<file path="src/rtl/seq_det_pkg.sv">
`default_nettype none
// ============================================================================
// Module      : seq_det_pkg
// Description : Shared defaults, helper function and mode enum for the
//               parametrised serial sequence detector (param_seq_det).
// Revision    : 1.0 - initial release
// ============================================================================
package seq_det_pkg;

  // Default pattern: the original fixed 5-bit detector's sync word.
  localparam int                         SEQ_DET_DEF_LEN = 5;
  localparam logic [SEQ_DET_DEF_LEN-1:0] SEQ_DET_DEF_PAT = 5'b10010;

  // Overlap mode as driven on overlap_en.
  typedef enum logic {
    NOVL = 1'b0,
    OVL  = 1'b1
  } seq_det_mode_e;

  // The fill counter must represent 0..len inclusive.
  function automatic int seq_det_fill_w(input int len);
    return $clog2(len + 1);
  endfunction

endpackage : seq_det_pkg
`default_nettype wire

</file>
<file path="src/rtl/sat_counter.sv">
`default_nettype none
// ============================================================================
// Module      : sat_counter
// Description : W-bit up counter that sticks at all-ones. A synchronous clear
//               has priority over increment.
// Revision    : 1.0 - initial release
// ============================================================================
module sat_counter #(
  parameter int W = 8
) (
  input  logic         clk,
  input  logic         rst,
  input  logic         clr,
  input  logic         inc,
  output logic [W-1:0] cnt
);

  localparam logic [W-1:0] c_cnt_max = '1;

  logic [W-1:0] cnt_q;
  logic [W-1:0] cnt_d;

  // Next count: clear wins, otherwise increment until all-ones.
  always_comb begin
    cnt_d = cnt_q;
    if (clr) begin
      cnt_d = '0;
    end else if (inc && (cnt_q != c_cnt_max)) begin
      cnt_d = cnt_q + 1'b1;
    end
  end

  // Count register with asynchronous reset.
  always_ff @(posedge clk or posedge rst) begin
    if (rst) begin
      cnt_q <= '0;
    end else begin
      cnt_q <= cnt_d;
    end
  end

  assign cnt = cnt_q;

endmodule : sat_counter
`default_nettype wire

</file>
<file path="src/rtl/param_seq_det.sv">
`default_nettype none
// ============================================================================
// Module      : param_seq_det
// Description : Parametrised serial bit-pattern detector. Valid-qualified
//               input, runtime overlap selection, synchronous clear,
//               registered one-cycle match pulse.
//               Build option SEQ_DET_CNT_EN: when defined, match_cnt is a
//               saturating count of matches; when undefined it is tied to 0.
// Revision    : 1.0 - initial release
// ============================================================================
module param_seq_det
  import seq_det_pkg::*;
#(
  parameter int                 PAT_LEN = SEQ_DET_DEF_LEN,
  parameter logic [PAT_LEN-1:0] PATTERN = SEQ_DET_DEF_PAT,
  parameter int                 CNT_W   = 8
) (
  input  logic             clk,
  input  logic             rst,
  input  logic             in_valid,
  input  logic             in_bit,
  input  logic             overlap_en,
  input  logic             sync_clr,
  output logic             out,
  output logic [CNT_W-1:0] match_cnt
);

  localparam int FILL_W = seq_det_fill_w(PAT_LEN);

  // A match is possible once PAT_LEN-1 bits are already held, since the
  // incoming bit supplies the last one.
  localparam logic [FILL_W-1:0] c_fill_thr = FILL_W'(PAT_LEN - 1);
  localparam logic [FILL_W-1:0] c_fill_max = FILL_W'(PAT_LEN);

  // Elaboration-time guard on parameter ranges.
  if ((PAT_LEN < 2) || (PAT_LEN > 32)) begin : g_bad_pat_len
    $error("param_seq_det: PAT_LEN must be in 2..32");
  end
  if ((CNT_W < 1) || (CNT_W > 32)) begin : g_bad_cnt_w
    $error("param_seq_det: CNT_W must be in 1..32");
  end

  logic [PAT_LEN-1:0] hist_q;
  logic [PAT_LEN-1:0] hist_d;
  logic [FILL_W-1:0]  fill_q;
  logic [FILL_W-1:0]  fill_d;
  logic               out_q;
  logic               out_d;

  logic [PAT_LEN-1:0] w_cand;
  logic               w_match;

  // History as it would look after shifting in the current bit.
  assign w_cand = {hist_q[PAT_LEN-2:0], in_bit};

  // Fill gating keeps the reset/stale contents of hist from matching.
  assign w_match = in_valid && (fill_q >= c_fill_thr) && (w_cand == PATTERN);

  // Next-state for history, fill and the match pulse.
  always_comb begin
    hist_d = hist_q;
    fill_d = fill_q;
    out_d  = 1'b0;
    if (sync_clr) begin
      // Discard the current bit; hist is left alone because fill gates it.
      fill_d = '0;
    end else begin
      out_d = w_match;
      if (in_valid) begin
        hist_d = w_cand;
        if (w_match && !overlap_en) begin
          // Non-overlapping: the next match needs a full fresh pattern.
          fill_d = '0;
        end else if (fill_q != c_fill_max) begin
          fill_d = fill_q + 1'b1;
        end
      end
    end
  end

  // State registers with asynchronous reset.
  always_ff @(posedge clk or posedge rst) begin
    if (rst) begin
      hist_q <= '0;
      fill_q <= '0;
      out_q  <= 1'b0;
    end else begin
      hist_q <= hist_d;
      fill_q <= fill_d;
      out_q  <= out_d;
    end
  end

  assign out = out_q;

`ifdef SEQ_DET_CNT_EN
  logic w_cnt_inc;

  // A cleared edge never counts, even if the bit would have matched.
  assign w_cnt_inc = w_match && !sync_clr;

  sat_counter #(
    .W (CNT_W)
  ) u_match_cnt (
    .clk (clk),
    .rst (rst),
    .clr (sync_clr),
    .inc (w_cnt_inc),
    .cnt (match_cnt)
  );
`else
  assign match_cnt = '0;
`endif

endmodule : param_seq_det
`default_nettype wire

</file>
<file path="config.mk">
export PLATFORM = sky130hd
export DESIGN_NAME = param_seq_det
export DESIGN_NICKNAME = d
export VERILOG_FILES = /design/src/rtl/seq_det_pkg.sv /design/src/rtl/sat_counter.sv /design/src/rtl/param_seq_det.sv
export SDC_FILE = /design/constraint.sdc
export NUM_CORES = 1
export LEC_CHECK = 0
export ABC_AREA = 1
export CORE_AREA = 2 2 39 41
export DETAILED_ROUTE_END_ITERATION = 7
export DIE_AREA = 0 0 41 43
export DONT_BUFFER_PORTS = 1
export GPL_TIMING_DRIVEN = 0
export HOLD_SLACK_MARGIN = 0.08
export PLACE_DENSITY = 0.63
export SYNTH_ARGS = -nofsm -noshare
export SYNTH_HDL_FRONTEND = slang
export SYNTH_SLANG_ARGS = --single-unit
</file>
<file path="constraint.sdc">
create_clock -name clk -period 1 [get_ports clk]
set_input_delay 0.05 -clock clk [delete_from_list [all_inputs] [get_ports clk]]
set_output_delay 0.05 -clock clk [all_outputs]
set_load 0.01 [all_outputs]
</file>
## After elaboration in Yosys (flattened, before gate mapping)

Cells that the tools add are included.

| storage, ports and cells | value |
|---|---|
| register bits | 8 |
| input bits | 6 |
| output and inout bits | 9 |

| cells by class | value |
|---|---|
| add/sub/neg operators | 1 |
| magnitude comparators | 1 |
| equality and inequality tests | 2 |
| mux-type cells | 5 |
| bitwise operators | 1 |
| reduce and logical (&&, ||, !) cells | 8 |

Operator list:

| cell | count |
|---|---|
| $mux W3 | 4 |
| $eq A5 B5 Y1 const B | 1 |
| $reduce_and A2 Y1 | 2 |
| $add A3 B1 Y3 const B | 1 |
| $ge A3 B3 Y1 const B | 1 |
| $logic_and A1 B1 Y1 | 3 |
| $ne A3 B3 Y1 const B | 1 |
| $reduce_bool A3 Y1 | 1 |
| $reduce_bool A2 Y1 | 1 |
| $logic_not A1 Y1 | 1 |
| $mux W1 | 1 |
| $not A1 Y1 | 1 |

## Logic depth before layout (Yosys ltp)

Gate-level depths: netlist of run 1.

| logic depth | value |
|---|---|
| word-level depth | 7 |
| gate-level depth with buffers | 8 |

## Worst setup path after synthesis of run 1

No wires, ideal clock.

| timing path | value |
|---|---|
| kind | register to register |
| start | register fill_q[0] |
| end | register fill_q[0] |
| setup time | 0.122 ns |
| arrival | 0.938 ns |
| data required time | 0.878 ns |
| slack | -0.060 ns |
| cell stages (with the launch flop) | 8 |
| buffers on the path | 0 |
| cells stage by stage | dfrtp_1 > ha_1 > nand2_1 > inv_1 > nand3_2 > nand2_2 > nand2_1 > nand2_1 |

| between the ends | value |
|---|---|
| longest elaborated chain between the ends | 7 |

Ends and longest elaborated chain:

| what | RTL line | RTL |
|---|---|---|
| start, declared | param_seq_det.sv:45 | `logic [FILL_W-1:0] fill_q;` |
| start signal, assigned | param_seq_det.sv:89 | `fill_q <= fill_d;` |
| $ge A3 B3 Y1 | param_seq_det.sv:57 | `assign w_match = in_valid && (fill_q >= c_fill_thr) && (w_cand == PATTERN);` |
| $logic_and A1 B1 Y1 (2 in series) | param_seq_det.sv:57 |  |
| $logic_and A1 B1 Y1 | param_seq_det.sv:71 | `if (w_match && !overlap_en) begin` |
| $mux W3 | param_seq_det.sv:71 |  |
| $mux W3 | param_seq_det.sv:69 | `if (in_valid) begin` |
| $mux W3 | param_seq_det.sv:64 | `if (sync_clr) begin` |

Parallel ways exist; a longest one is shown, timed or not. The select of a mux whose other input is x is not followed.
A chain may end at the register's enable or synchronous reset.

## Worst setup path in the final report of run 1

| timing path | value |
|---|---|
| start | register hist_q[1] |
| end | register fill_q[1] |

| between the ends | value |
|---|---|
| longest elaborated chain between the ends | 6 |

Ends and longest elaborated chain:

| what | RTL line | RTL |
|---|---|---|
| start, declared | param_seq_det.sv:43 | `logic [PAT_LEN-1:0] hist_q;` |
| start signal, assigned | param_seq_det.sv:88 | `hist_q <= hist_d;` |
| $eq A5 B5 Y1 * | param_seq_det.sv:57 |  |
| $logic_and A1 B1 Y1 * | param_seq_det.sv:57 |  |
| $logic_and A1 B1 Y1 * | param_seq_det.sv:71 |  |
| $mux W3 | param_seq_det.sv:71 |  |
| $mux W3 | param_seq_det.sv:69 |  |
| $mux W3 | param_seq_det.sv:64 |  |

Mark *: on every way between the ends. The rest lies on a longest branch, timed or not. The select of a mux whose other input is x is not followed.

==> qor.csv, run 1 <==
metric,value,unit
crit-path max cell delay,0.39,ns
proportion of layout cells with a drive suffix above 1,0.3580,
number of placement rows,14,
met1 capacity usage during global routing,0.1443,
busiest metal layer after global routing,met2,
Std-Cell Core Area,1384,um^2
Post-Place Worst Slack,-0.1162,ns
area of placed instances,548.0,um^2
critical path class,register to register,
filler cell count in the final layout,141,
switching power share of the total,0.2758,
remaining antenna violation count,0,
number of vias after detailed routing,395,
TritonCTS buffer count,3,
GR Util met2,0.2000,
number of H-tree levels,1,
average footprint of a synthesized cell,8.012,um^2
"Hold Vio Cnt, Final",0,
top-level port count,15,
Finished Cell Area,658.1,um^2
worst hold path type,input port to register,
status,"finished, violations left",
iteration count of the initial detailed-routing pass,4,
GPL Wtd Cong,0.6731,
Total Die Area,1763,um^2
root buffer cell,sky130_fd_sc_hd__clkbuf_4,
vertical die dimension,43,um
wire length of the first global-routing pass,1.455,mm
layout net count,91,
Pwr per Cell Area,1214,nW/um^2
period utilization,1.133,
Layout Area Growth over Synthesis,32.49,%
global route overflow,0,
number of warnings issued by yosys,0,
min cycle time layout,1.133,ns
clock network latency to the later pin of the worst-skew pair,0.25,ns
Worst IR Drop VDD,0.0007515,V
unrepaired setup endpoints after global routing,true,
initial drt markers,3,
startpoint type of the worst setup path,register,
Worst R2R Setup Slack,-0.13,ns
met3 usage in global routing,0.01571,
number of global-route vias before repair,389,
Starting Density,0.3590,
Antenna diodes,0,
total setup violations reported at the end of the flow,3,
Syn Inst Count,62,
Flop pwr share,0.475,
Crit-path slowest cell,sky130_fd_sc_hd__dfrtp_1,
biggest area consumer among synthesized cells,sky130_fd_sc_hd__dfrtp_1,
largest cells by area after synthesis,"sky130_fd_sc_hd__dfrtp_1, sky130_fd_sc_hd__nand2_1, sky130_fd_sc_hd__buf_4",
count of input and output buffers,0,
clock tree skew after final layout,0.001870,ns
CTS sink cnt,8,
initial antenna violation count,0,
sort of element at the end of the critical path,register,
vias per std cell,4.072,
clock power share,0.302,
clock-pin slew on the worst setup and hold paths,0.05,ns
path depth of the worst reg2reg path,7,
"Slew Viols, Final",0,
post-synthesis sequential area ratio,0.4030,
total routed wirelength,900,um
Yosys reg bits,8,
area of the mapped netlist,496.7,um^2
maximum achievable frequency,883.0,MHz
maximum number of pins on one net before global-route repair,10,
area share of the largest cell type after synthesis,0.4030,
power share of the combinational group,0.223,
overall fraction of global-route tracks in use,0.1180,
Required @ worst endpoint,1.14,ns
Netlist cell types,16,
hold depth,4,
chip width,41,um
minimum setup slack in the final design,-0.1325,ns
sequence of cells on the critical path,inv_2 > nand2_2 > nor2_4 > nand3_2 > buf_4 > nand4_1 > nand2_1,
cell internal pwr,0.5788,mW
CTS tree,done,
Net Switching,0.2204,mW
"non-filler cells, final",97,
max-capacitance violation count,0,
routed length per placed instance,9.278,um
HPWL reported at the end of detailed placement,602.7,um
DRC errors left,0,
maximum count of clock buffers along a single path,2,
total leakage power,0.3711,nW
violations in the final reports,setup timing,
biggest fanout along the worst timing path,3,
cell count after placement,85,
critical path data arrival time,1.27,ns
Yosys cell counts:
cell type and n:
sky130_fd_sc_hd__nand2_1 18, sky130_fd_sc_hd__inv_1 11, sky130_fd_sc_hd__buf_4 8, sky130_fd_sc_hd__dfrtp_1 8
sky130_fd_sc_hd__ha_1 2, sky130_fd_sc_hd__nand3_2 2, sky130_fd_sc_hd__nand4_1 2, sky130_fd_sc_hd__nor2_2 2
sky130_fd_sc_hd__o21ai_0 2, sky130_fd_sc_hd__conb_1 1, sky130_fd_sc_hd__nand2_2 1, sky130_fd_sc_hd__nor2_1 1
sky130_fd_sc_hd__nor2_4 1, sky130_fd_sc_hd__o2111ai_1 1, sky130_fd_sc_hd__o21ai_1 1, sky130_fd_sc_hd__xor2_1 1
cells in the final DEF (no fill, tap or decap):
cell	Yosys	final
sky130_fd_sc_hd__nor2_2	2	1
sky130_fd_sc_hd__inv_2	0	3
sky130_fd_sc_hd__xor2_1	1	1
sky130_fd_sc_hd__dfrtp_1	8	8
sky130_fd_sc_hd__ha_2	0	1
sky130_fd_sc_hd__nand2_2	1	4
sky130_fd_sc_hd__clkbuf_4	0	3
sky130_fd_sc_hd__nand2_1	18	15
sky130_fd_sc_hd__nand3_2	2	2
sky130_fd_sc_hd__nor2_4	1	2
sky130_fd_sc_hd__dlygate4sd3_1	0	4
sky130_fd_sc_hd__o21ai_0	2	2
sky130_fd_sc_hd__o21ai_1	1	1
sky130_fd_sc_hd__o2111ai_1	1	1
sky130_fd_sc_hd__inv_1	11	8
sky130_fd_sc_hd__ha_1	2	1
sky130_fd_sc_hd__nand4_1	2	2
sky130_fd_sc_hd__buf_4	8	13
sky130_fd_sc_hd__nor2_1	1	1
sky130_fd_sc_hd__conb_1	1	8
per-layer routing:
| layer | wire [um] | vias up |
|---|---|---|
| met5 | 0 | - |
| met4 | 0 | 0 |
| met3 | 35 | 0 |
| met2 | 496 | 7 |
| met1 | 368 | 178 |
| li1 | - | 210 |
area by class of cell:
class                           count  area (um^2)  area share
Buffer                              8        60.06     0.09125
Clock buffer                        3        22.52     0.03422
Inverter                           11        41.29     0.06274
Multi-Input combinational cell     42        236.5      0.3593
Sequential cell                     8        200.2      0.3042
Tap cell                           16        20.02     0.03042
Timing Repair Buffer                9        77.57      0.1179
critical path, delay by kind of cell (launching register included):
family                 cells  cell delay (ns)
flip-flops                 1             0.39
buffers and inverters      2             0.22
AND/OR/NAND/NOR            5             0.41
kinds of logic after synthesis:
family | count (synthesis) | synth area share
xor+xnor | 1 | 0.01764
compound gates | 4 | 0.04785
flops | 8 | 0.4030
buf+inv | 19 | 0.2040
fa+ha+maj | 2 | 0.05037
other cells | 1 | 0.007549
simple gates | 27 | 0.2695
what timing repair did:
| action | in CTS | in global routing |
|---|---|---|
| buffers inserted | 2 | 3 |
| gates resized for setup | 0 | 6 |
| pin swaps | 1 | 7 |
| hold endpoints to repair | 16 | 0 |
| setup endpoints to repair | 3 | 5 |
| hold buffers | 4 | 0 |
per-stage QoR:
stage	setup TNS [ns]	total power, mW	util	hold slack (ns)
2_1_floorplan	-0.01933	0.4884	-	-0.1343
3_3_place_gp	-0.3229	0.5035	0.3960	-0.09661
3_5_place_dp	-0.3338	0.5069	0.3960	-0.09302
4_1_cts	-0.2711	0.7761	0.4521	0.09575
5_1_grt	-0.6132	0.8462	0.4756	0.1490
6_report	-0.3829	0.7992	0.4756	0.1031
power groups by stage:
stage | registers [mW] | logic (mW) | clock network [mW]
3_3_place_gp | 0.382 | 0.122 | 0
4_1_cts | 0.377 | 0.150 | 0.249
6_report | 0.380 | 0.178 | 0.241
5_1_grt | 0.385 | 0.203 | 0.258
2_1_floorplan | 0.378 | 0.110 | 0
3_5_place_dp | 0.383 | 0.124 | 0
registers in the layout, summed over array words and instances (netlist names):
register / flops
hist_q: 4
out: 1
fill_q: 3
path summary, 6_finish.rpt:
check,endpoint,startpoint
min in group asynchronous,hist_q[0],rst
worst min register to register,hist_q[3],hist_q[3]
max in group asynchronous,fill_q[2],rst
worst max register to register,fill_q[1],hist_q[1]
worst min-delay path,fill_q[0],overlap_en
worst max-delay path,fill_q[1],hist_q[1]
Power figures use the tool's default switching activity.
==> run 2, diff against run 1 <==
CTS_BUF_LIST = sky130_fd_sc_hd__clkbuf_4   (was unset)
PLACE_DENSITY = 0.54   (was 0.63)
==> qor.csv, run 2 (synthesis results as in run 1) <==
metric,value,unit,change
root buffer cell,sky130_fd_sc_hd__clkbuf_4,,
register with the most flip-flops,hist_q,,
total routed wirelength,855,um,-5.0%
vias per std cell,4.053,,-0.48%
global route overflow,0,,unchanged
CP Buf/Inv Count,1,,-1
sort of element at the end of the critical path,register,,
TritonCTS buffer count,3,,unchanged
Finished Cell Area,648.1,um^2,-1.5%
number of H-tree levels,1,,unchanged
count of input and output buffers,0,,unchanged
min cycle time layout,1.118,ns,-0.01423 ns
status,"finished, violations left",,
Worst IR Drop VDD,0.0006377,V,-15%
"non-filler cells, final",95,,-2.1%
maximum number of pins on one net before global-route repair,10,,unchanged
cell family with the largest share of critical-path delay,simple AND/OR/NAND/NOR gates,,
clock-pin slew on the worst setup and hold paths,0.06,ns,about the same
max-capacitance violation count,0,,unchanged
startpoint type of the worst setup path,register,,
Required @ worst endpoint,1.14,ns,about the same
initial antenna violation count,0,,unchanged
number of global-route vias before repair,383,,-1.5%
proportion of layout cells with a drive suffix above 1,0.3291,,-0.02891
Antenna diodes,0,,unchanged
maximum count of clock buffers along a single path,2,,unchanged
CTS sink cnt,8,,unchanged
Detail Route met3 WL,30,um,-14%
setup TNS,-0.3430,ns,+0.03997 ns
clock tree skew after final layout,0.007320,ns,+0.005450 ns
metal1 wirelength,362,um,-1.6%
maximum achievable frequency,894.2,MHz,+1.3%
top-level port count,15,,unchanged
minimum setup slack in the final design,-0.1183,ns,+0.01423 ns
Std-Cell Core Area,1384,um^2,unchanged
Pwr per Cell Area,1225,nW/um^2,+0.88%
"Slew Viols, Final",0,,unchanged
Crit-path slowest cell,sky130_fd_sc_hd__dfrtp_1,,
number of placement rows,14,,unchanged
"commonest cells after routing, fill and taps aside","sky130_fd_sc_hd__nand2_1, sky130_fd_sc_hd__buf_4, sky130_fd_sc_hd__inv_1, sky130_fd_sc_hd__conb_1, sky130_fd_sc_hd__dfrtp_1",,
routed length per placed instance,9.000,um,-3.0%
filler cell count in the final layout,147,,+4.3%
worst hold path type,input port to register,,
GPL Wtd Cong,0.6989,,+3.8%
vertical die dimension,43,um,unchanged
overall fraction of global-route tracks in use,0.1279,,+0.009913
HPWL reported at the end of detailed placement,632,um,+4.9%
"flip-flop count of the largest register, all copies and words added",4,,unchanged
chip width,41,um,unchanged
"Hold Vio Cnt, Final",0,,unchanged
cell count after placement,85,,unchanged
period utilization,1.118,,-0.01423
"leading cell type in the layout, fill and taps excluded",sky130_fd_sc_hd__nand2_1,,
total leakage power,0.3617,nW,-2.5%
Starting Density,0.3590,,unchanged
total setup violations reported at the end of the flow,3,,unchanged
initial drt markers,4,,+1
number of vias after detailed routing,385,,-2.5%
highest routed layer,met3,,
CTS tree,done,,
wire length of the first global-routing pass,1.504,mm,+3.4%
Total Die Area,1763,um^2,unchanged
critical path data arrival time,1.26,ns,about the same
area of placed instances,548.0,um^2,unchanged
clock network latency to the later pin of the worst-skew pair,0.26,ns,about the same
iteration count of the initial detailed-routing pass,4,,unchanged
biggest fanout along the worst timing path,4,,+1
layout net count,89,,-2.2%
critical path class,register to register,,
remaining antenna violation count,0,,unchanged
DRC errors left,0,,unchanged
Layout Area Growth over Synthesis,30.48,%,
unrepaired setup endpoints after global routing,true,,
violations in the final reports,setup timing,,
WL met2,463,um,-6.7%
crit-path max cell delay,0.40,ns,about the same
sequence of cells on the critical path,inv_2 > nand2_2 > nor2_4 > nand3_4 > nand3_2 > nand2_2 > nand2_1 > nand2_1,,
==> run 2: cell types whose count changed in the layout (fill, tap and decap cells not counted) <==
cell,before,now
sky130_fd_sc_hd__nand3_2,2,1
sky130_fd_sc_hd__nand3_4,0,1
sky130_fd_sc_hd__buf_4,13,11
sky130_fd_sc_hd__nand2_2,4,3
sky130_fd_sc_hd__nand2_1,15,16
==> run 2: per-stage QoR <==
step                worst slack (ns)  hold slack [ns]  power [mW]  utilization
floorplan                  -0.009902          -0.1343      0.4884            -
global placement             -0.1201         -0.08468      0.5058       0.3960
detailed placement           -0.1055         -0.08208      0.5101       0.3960
CTS                          -0.1037          0.08875      0.7807       0.4467
global route                 -0.1930           0.1011      0.8540       0.4684
finish                       -0.1183          0.08946      0.7939       0.4684
==> run 2: final timing paths <==
kind / start / end / slack, ns / depth (start not counted)
max: hist_q[1] / fill_q[2] / -0.12 / 8
min: sync_clr / fill_q[0] / 0.09 / 5
max reg2reg: hist_q[1] / fill_q[2] / -0.12 / 8
min reg2reg: hist_q[0] / hist_q[0] / 0.51 / 2
max in group asynchronous: rst / hist_q[3] / 0.57 / 2
min in group asynchronous: rst / fill_q[0] / 0.18 / 2
==> run 2: area by class of cell <==
type                       instances  area [um^2]  share of cell area
tap                               16        20.02             0.03089
inverter                          11        41.29             0.06371
buffer                             8        60.06             0.09266
timing repair buffer               7        62.56             0.09653
sequential                         8        200.2              0.3089
multi-input combinational         42        241.5              0.3726
clock buffer                       3        22.52             0.03475
==> run 2: power by group <==
group / internal [mW] / total, mW / switching [mW]
combinational: 0.0732 / 0.162 / 0.0884
sequential: 0.358 / 0.381 / 0.0237
clock: 0.138 / 0.251 / 0.113
==> run 2: per-layer routing <==
layer | up-vias | GRT usage
li1 | 207 | -
met1 | 171 | 0.1600
met2 | 7 | 0.1875
met3 | 0 | 0.03141
met4 | 0 | 0.08000
met5 | - | 0
==> run 2: timing repair <==
action / 4_1_cts / 5_1_grt
buffers inserted: 1 / 2
pin swaps: 0 / 6
resized for setup: 0 / 6
hold buffers: 4 / 0
hold endpoints to repair: 16 / 0
cloned: 0 / 0
setup endpoints to repair: 3 / 4
==> run 2: worst min-delay path: cells and delay by family <==
kind	cells	cell delay, ns
buffers and inverters	1	0.04
AND/OR/NAND/NOR	4	0.22
